## src/rtl/seq_scan_pkg.sv

```systemverilog
// seq_scan_pkg
//   Shared definitions for the sequence-scan controller and its pattern
//   matcher: the controller state encoding and the default geometry.
package seq_scan_pkg;

  localparam int DATA_W_DEF  = 8;   // word width serialized per handshake
  localparam int PAT_MAX_DEF = 8;   // longest programmable pattern
  localparam int CNT_W_DEF   = 16;  // match counter width

  typedef enum logic [1:0] {
    IDLE  = 2'd0,
    RUN   = 2'd1,
    SHIFT = 2'd2,
    DONE  = 2'd3
  } state_t;

endpackage

```

## src/rtl/seq_pat_match.sv

```systemverilog
// seq_pat_match
//   Programmable-pattern Moore sequence detector fed one bit per clock.
//   Ports:
//     clk, rst           clock, synchronous active-high reset
//     clear              frame start: empties history and bits_seen
//     bit_valid, bit_in  serial bit stream (bit_in sampled when bit_valid)
//     pattern, len       pattern (bit 0 = newest bit) and length in bits
//     overlap            1 = matches may share bits, 0 = disjoint matches
//     hit                combinational: a match is reported on the next edge
//     det_pulse          registered one-cycle match indication
//   PAT_MAX must be at least 2.
module seq_pat_match
  import seq_scan_pkg::*;
#(
  parameter int PAT_MAX = PAT_MAX_DEF
) (
  input  logic                         clk,
  input  logic                         rst,
  input  logic                         clear,
  input  logic                         bit_valid,
  input  logic                         bit_in,
  input  logic [PAT_MAX-1:0]           pattern,
  input  logic [$clog2(PAT_MAX+1)-1:0] len,
  input  logic                         overlap,
  output logic                         hit,
  output logic                         det_pulse
);

  localparam int LEN_W = $clog2(PAT_MAX+1);

  logic [PAT_MAX-1:0] history_reg, history_next;
  logic [LEN_W-1:0]   bits_seen_reg, bits_seen_next, bits_base;
  logic               pending_reg;
  logic               det_pulse_reg;
  logic [LEN_W-1:0]   len_eff;
  logic [PAT_MAX-1:0] mask;
  logic               match;

  assign len_eff = (len > LEN_W'(PAT_MAX)) ? LEN_W'(PAT_MAX) : len;

  // Compare only the len_eff newest history bits.
  generate
    for (genvar gi = 0; gi < PAT_MAX; gi++) begin : g_mask
      assign mask[gi] = (LEN_W'(gi) < len_eff);
    end
  endgenerate

  assign match = (len_eff != '0) && (bits_seen_reg >= len_eff) &&
                 (((history_reg ^ pattern) & mask) == '0);

  // Evaluate the match only once per shifted bit; without this a history
  // that sits still between words would keep reporting the same match.
  assign hit = pending_reg & match;

  // Non-overlap: a reported match consumes its bits, the next needs len new ones.
  assign bits_base = (hit && !overlap) ? '0 : bits_seen_reg;

  always_comb begin
    history_next   = history_reg;
    bits_seen_next = bits_base;
    if (bit_valid) begin
      history_next   = {history_reg[PAT_MAX-2:0], bit_in};
      bits_seen_next = (bits_base == LEN_W'(PAT_MAX)) ? bits_base : bits_base + LEN_W'(1);
    end
    if (clear) begin
      history_next   = '0;
      bits_seen_next = '0;
    end
  end

  always_ff @(posedge clk) begin
    if (rst) begin
      history_reg   <= '0;
      bits_seen_reg <= '0;
      pending_reg   <= 1'b0;
      det_pulse_reg <= 1'b0;
    end else begin
      history_reg   <= history_next;
      bits_seen_reg <= bits_seen_next;
      pending_reg   <= bit_valid & ~clear;
      det_pulse_reg <= hit;
    end
  end

  assign det_pulse = det_pulse_reg;

endmodule

```

## src/rtl/seq_scan_ctrl.sv

```systemverilog
// seq_scan_ctrl
//   Frame controller: accepts words over valid/ready, serializes them
//   MSB-first into seq_pat_match and counts matches (saturating).
//   Ports:
//     clk, rst                             clock, synchronous active-high reset
//     cfg_we, cfg_pattern, cfg_len,
//     cfg_overlap                          configuration, latched only in IDLE
//     start                                begin a frame (IDLE only)
//     in_valid, in_data, in_last, in_ready word handshake, in_last ends frame
//     busy                                 controller not IDLE
//     det_pulse                            one-cycle match indication
//     match_count, overflow                match count and sticky saturation flag
//     done                                 one-cycle end-of-frame pulse
module seq_scan_ctrl
  import seq_scan_pkg::*;
#(
  parameter int DATA_W  = DATA_W_DEF,
  parameter int PAT_MAX = PAT_MAX_DEF,
  parameter int CNT_W   = CNT_W_DEF
) (
  input  logic                         clk,
  input  logic                         rst,
  input  logic                         cfg_we,
  input  logic [PAT_MAX-1:0]           cfg_pattern,
  input  logic [$clog2(PAT_MAX+1)-1:0] cfg_len,
  input  logic                         cfg_overlap,
  input  logic                         start,
  input  logic                         in_valid,
  input  logic [DATA_W-1:0]            in_data,
  input  logic                         in_last,
  output logic                         in_ready,
  output logic                         busy,
  output logic                         det_pulse,
  output logic [CNT_W-1:0]             match_count,
  output logic                         overflow,
  output logic                         done
);

  localparam int LEN_W = $clog2(PAT_MAX+1);
  localparam int BC_W  = $clog2(DATA_W+1);

  state_t             state_reg, state_next;
  logic [PAT_MAX-1:0] pattern_reg;
  logic [LEN_W-1:0]   len_reg;
  logic               overlap_reg;
  logic [DATA_W-1:0]  shreg_reg;
  logic               last_q;
  logic [BC_W-1:0]    bit_cnt_reg;
  logic [CNT_W-1:0]   count_reg;
  logic               overflow_reg;
  logic               done_reg;
  logic               frame_start;
  logic               hit;

  assign frame_start = (state_reg == IDLE) && start;

  always_comb begin
    state_next = state_reg;
    in_ready   = 1'b0;
    case (state_reg)
      IDLE:  if (start) state_next = RUN;
      RUN: begin
        in_ready = 1'b1;
        if (in_valid) state_next = SHIFT;
      end
      SHIFT: if (bit_cnt_reg == BC_W'(1)) state_next = last_q ? DONE : RUN;
      DONE:  state_next = IDLE;
      default: state_next = IDLE;
    endcase
  end

  always_ff @(posedge clk) begin
    if (rst) begin
      state_reg    <= IDLE;
      pattern_reg  <= '0;
      len_reg      <= '0;
      overlap_reg  <= 1'b0;
      shreg_reg    <= '0;
      last_q       <= 1'b0;
      bit_cnt_reg  <= '0;
      count_reg    <= '0;
      overflow_reg <= 1'b0;
      done_reg     <= 1'b0;
    end else begin
      state_reg <= state_next;
      if (state_reg == IDLE && cfg_we) begin
        pattern_reg <= cfg_pattern;
        len_reg     <= cfg_len;
        overlap_reg <= cfg_overlap;
      end
      if (state_reg == RUN && in_valid) begin
        shreg_reg   <= in_data;
        last_q      <= in_last;
        bit_cnt_reg <= BC_W'(DATA_W);
      end else if (state_reg == SHIFT) begin
        shreg_reg   <= shreg_reg << 1;
        bit_cnt_reg <= bit_cnt_reg - BC_W'(1);
      end
      // Registered so it lines up with det_pulse for a match on the final bit.
      done_reg <= (state_reg == DONE);
      if (frame_start) begin
        count_reg    <= '0;
        overflow_reg <= 1'b0;
      end else if (hit) begin
        if (&count_reg) overflow_reg <= 1'b1;
        else            count_reg    <= count_reg + CNT_W'(1);
      end
    end
  end

  seq_pat_match #(
    .PAT_MAX (PAT_MAX)
  ) u_match (
    .clk       (clk),
    .rst       (rst),
    .clear     (frame_start),
    .bit_valid (state_reg == SHIFT),
    .bit_in    (shreg_reg[DATA_W-1]),
    .pattern   (pattern_reg),
    .len       (len_reg),
    .overlap   (overlap_reg),
    .hit       (hit),
    .det_pulse (det_pulse)
  );

  assign busy        = (state_reg != IDLE);
  assign match_count = count_reg;
  assign overflow    = overflow_reg;
  assign done        = done_reg;

endmodule

```

## config.mk

```make
export PLATFORM = sky130hd
export DESIGN_NAME = seq_scan_ctrl
export DESIGN_NICKNAME = d
export VERILOG_FILES = /design/src/rtl/seq_scan_pkg.sv /design/src/rtl/seq_pat_match.sv /design/src/rtl/seq_scan_ctrl.sv
export SDC_FILE = /design/constraint.sdc
export NUM_CORES = 1
export LEC_CHECK = 0
export BUFFER_PORTS_ARGS = -buffer_cell sky130_fd_sc_hd__buf_2
export CAP_MARGIN = 20
export CORE_MARGIN = 8
export CORE_UTILIZATION = 39
export DETAILED_ROUTE_END_ITERATION = 10
export HOLD_SLACK_MARGIN = 0.15
export PLACE_DENSITY_LB_ADDON = 0.08
export SLEW_MARGIN = 20
export SYNTH_ARGS = -nofsm -noshare
export SYNTH_HDL_FRONTEND = slang
export SYNTH_SLANG_ARGS = --single-unit
```

## constraint.sdc

```tcl
create_clock -name clk -period 3.19 [get_ports clk]
set_clock_uncertainty 0.2 [all_clocks]
set_input_delay 0.319 -clock clk [delete_from_list [all_inputs] [get_ports clk]]
set_output_delay 0.319 -clock clk [all_outputs]
set_load 0.01 [all_outputs]
```

==> results_dict.tcl <==
set metrics [dict create \
    maximum_number_of_pins_on_one_net_before_global_route_repair 33 \
    dr.first_iter.drc_count 108 \
    internal-power_w 0.00130 \
    p_sw_w 0.000401 \
    yosysSeqAreaShare_pct 43.2 \
    outcome "finished, final reports clean" \
    synth.top_cells.by_area "dfxtp_1, a21oi_1, nand2_1, ha_1, o31ai_1" \
    clock_sink_count 60 \
    drv_cap 0 \
    chipHeight_um 100 \
    grt_pass1_vias 2497 \
    total_core_area_mm2 0.00687 \
    cts_setup_buffers 0 \
    met2RoutedLength_um 3280 \
    gr-usage-all-layers_pct 14.4 \
    rsz0062_at_grt "no" \
    cp-startpoint "len_reg[1]" \
    grt_antenna_before_repair 0 \
    placed_cells 469 \
    fin_setup_tns_ps 0 \
    synth_cell_types 40 \
    crit_path_max_fanout 8 \
    fin_crit_sh_pct 89.6 \
    critPathCapture "u_match.bits_seen_reg[0]" \
    post_drt_wl_per_cell_um 13.5 \
    max-slew-margin-rel_pct 64.8 \
    routed_wl_um 6870 \
    combinationalPowerShare_pct 9.6 \
    syn2layout_area_growth_pct 26.1 \
    clk_pin_slew_worst_paths_ps 70 \
    via_count_of_the_routed_design 2610 \
    layout-drive-gt1-share_pct 17.2 \
    timing.final.max_slew_violations 0 \
    crit_required_ps 3200 \
    reg2reg_depth 12 \
    fin_crit_ps 2860 \
    synth_top_cell_by_area "dfxtp_1" \
    grt_overflow_total 0 \
    power_switching_share_pct 23.5 \
    report.final.setup_viol 0 \
    maxClockFrequency_mhz 350 \
    syn_nets 379 \
    worst_voltage_drop_across_the_vdd_grid_v 0.000337 \
    type_of_element_launching_the_critical_path "flop" \
    p_clk_share_pct 43.9 \
    power_per_cell_area_mw_per_mm2 486 \
    place_congestion 0.810 \
    critical_path.reg2reg.startpoint "len_reg[1]" \
    postRouteAntennaNets 0 \
    antennaDiodeCount 0 \
    route.layer.met1.wl_um 3140 \
    cts_resized 0 \
    top_layer_used "met4" \
    synth-async-reset-ratio_pct 0 \
    std_cell_rows 30 \
    synth-seq-cells 60 \
    drt-vias-per-instance 5.14 \
    fin_nets 442 \
    drt_first_pass_iters 5 \
    clock_insertion_delay_worst_skew_ps 340 \
    syn_area_per_cell_um2 8.09 \
    yosys.area.top_type_share_pct 43.2 \
    dp_hpwl_um 4700 \
    floorplan.die_area_mm2 0.0101 \
    syn-cell-area_mm2 0.00278 \
    crit_arrival_ps 2870 \
    remaining_drcs 0 \
    ctsHtreeMaxLevel 3 \
    cts_tree "yes" \
    min_path_type "input port to flop" \
    number_of_synthesis_warnings 0 \
    io-pin-count 48 \
    static-leakage-power_nw 1.36 \
    worst-slew-pin-transition_ps 527 \
    critical_path_class "flop to flop" \
    wl_met3_um 376 \
    largest_reg_flops 16 \
    floorplan.die.width_um 100 \
    timing.reg2reg.setup_slack_ps 330 \
    worstSetupEndpointType "flop" \
    cts_inserted_buffers 9 \
    pwr-share-seq_pct 46.6 \
    cts.path.max_buffers 2 \
    number_of_flops_mapped_to_enable_cells_by_yosys 0 \
    syn-instance-count 344 \
    stdcell_count 508 \
    first_pass_grt_wire_length_um 11700 \
    yosys_most_used_dff "dfxtp_1" \
    ctsHoldBuffers 23 \
    total_of_buffers_placed_on_input_and_output_ports 47 \
    starting_density_of_the_core_pct 40.5 \
    clock-root-buffer "clkbuf_8" \
    reg2reg_to "u_match.bits_seen_reg[0]" \
    final_hold_vio_count 0 \
]
==> Yosys cell counts, types with 4 or more instances <==
library cell	n
o31ai_1	12
or4_1	11
ha_1	8
nor2_1	13
clkbuf_1	18
xnor2_1	4
a22oi_1	7
xor2_1	8
nand3_1	10
or3_1	4
nand2_1	68
inv_1	11
buf_6	4
and2_1	5
nand4_1	7
a21oi_1	53
nor3_1	5
dfxtp_1	60
o21ai_0	11
==> placed cells by master, fill, tap and decap left out, drive strengths merged, types with 10 or more instances in the layout <==
cell type,n
dfxtp,60
or4,11
nor2,13
buf,53
clkbuf,11
dlygate4sd3,23
o31ai,13
inv,11
a21oi,53
o21ai,11
nand3,10
nand2,68
==> worst min path at each step <==
stage,startpoint,end,slack (ps),cells past startpoint
after floorplan,shreg_reg[7],u_match.history_reg[0],230,2
after global routing,start,state_reg[0],230,5
after global placement,shreg_reg[6],shreg_reg[6],240,2
after CTS,start,state_reg[0],210,5
after detailed placement,shreg_reg[4],shreg_reg[4],250,2
final,start,state_reg[0],220,5
==> worst max-delay path: stages (launching register included) <==
cell	delay, ps
dfxtp_1	480
nand2_1	100
ha_1	280
o21ai_0	60
o21bai_1	120
a21oi_1	90
or3_1	430
o21ai_0	350
ha_1	230
nand3_1	110
nand2_1	90
o21ai_0	70
o2bb2ai_1	130
==> layout make-up <==
class	count	area, um^2
clock inverters	5	75.1
multi-input cells	249	1420
repair buffers	76	510
fillers	669	3360
flip-flops and latches	60	1200
well taps	96	120
clock buffers	11	141
inverters	11	41.3
==> logic make-up after synthesis <==
kind of cell	share of synthesized area [%]
AOI/OAI and AO/OA	20.2
xor gates and xnor gates	3.78
adders and majority gates	3.60
buffers and inverters	5.84
DFF	43.2
and+or+nand+nor	23.4
==> power groups by stage <==
| stage | registers [W] | logic, W | clock network, W |
|---|---|---|---|
| after floorplan | 0.000803 | 0.000103 | 0 |
| after global placement | 0.000810 | 0.000142 | 0 |
| after detailed placement | 0.000810 | 0.000142 | 0 |
| after CTS | 0.000793 | 0.000164 | 0.000767 |
| after global routing | 0.000796 | 0.000184 | 0.000804 |
| final | 0.000794 | 0.000163 | 0.000747 |
==> through the flow <==
step	area, um^2	hold slack, ps	setup slack, ps	total power, W	utilization, %
final	3510	218	332	0.00170	51.1
after global routing	3510	232	115	0.00178	51.1
after CTS	3510	212	384	0.00172	51.1
after detailed placement	3060	247	405	0.000952	44.6
after global placement	3060	245	459	0.000951	44.6
after floorplan	2780	232	388	0.000906	-
==> per-layer routing <==
layer	GRT usage, %	vias to the layer above
li1	-	1342
met1	17.6	1212
met2	22.7	48
met3	5.39	8
met5	0	-
met4	4.30	0
(Power assumes the default switching activity.)
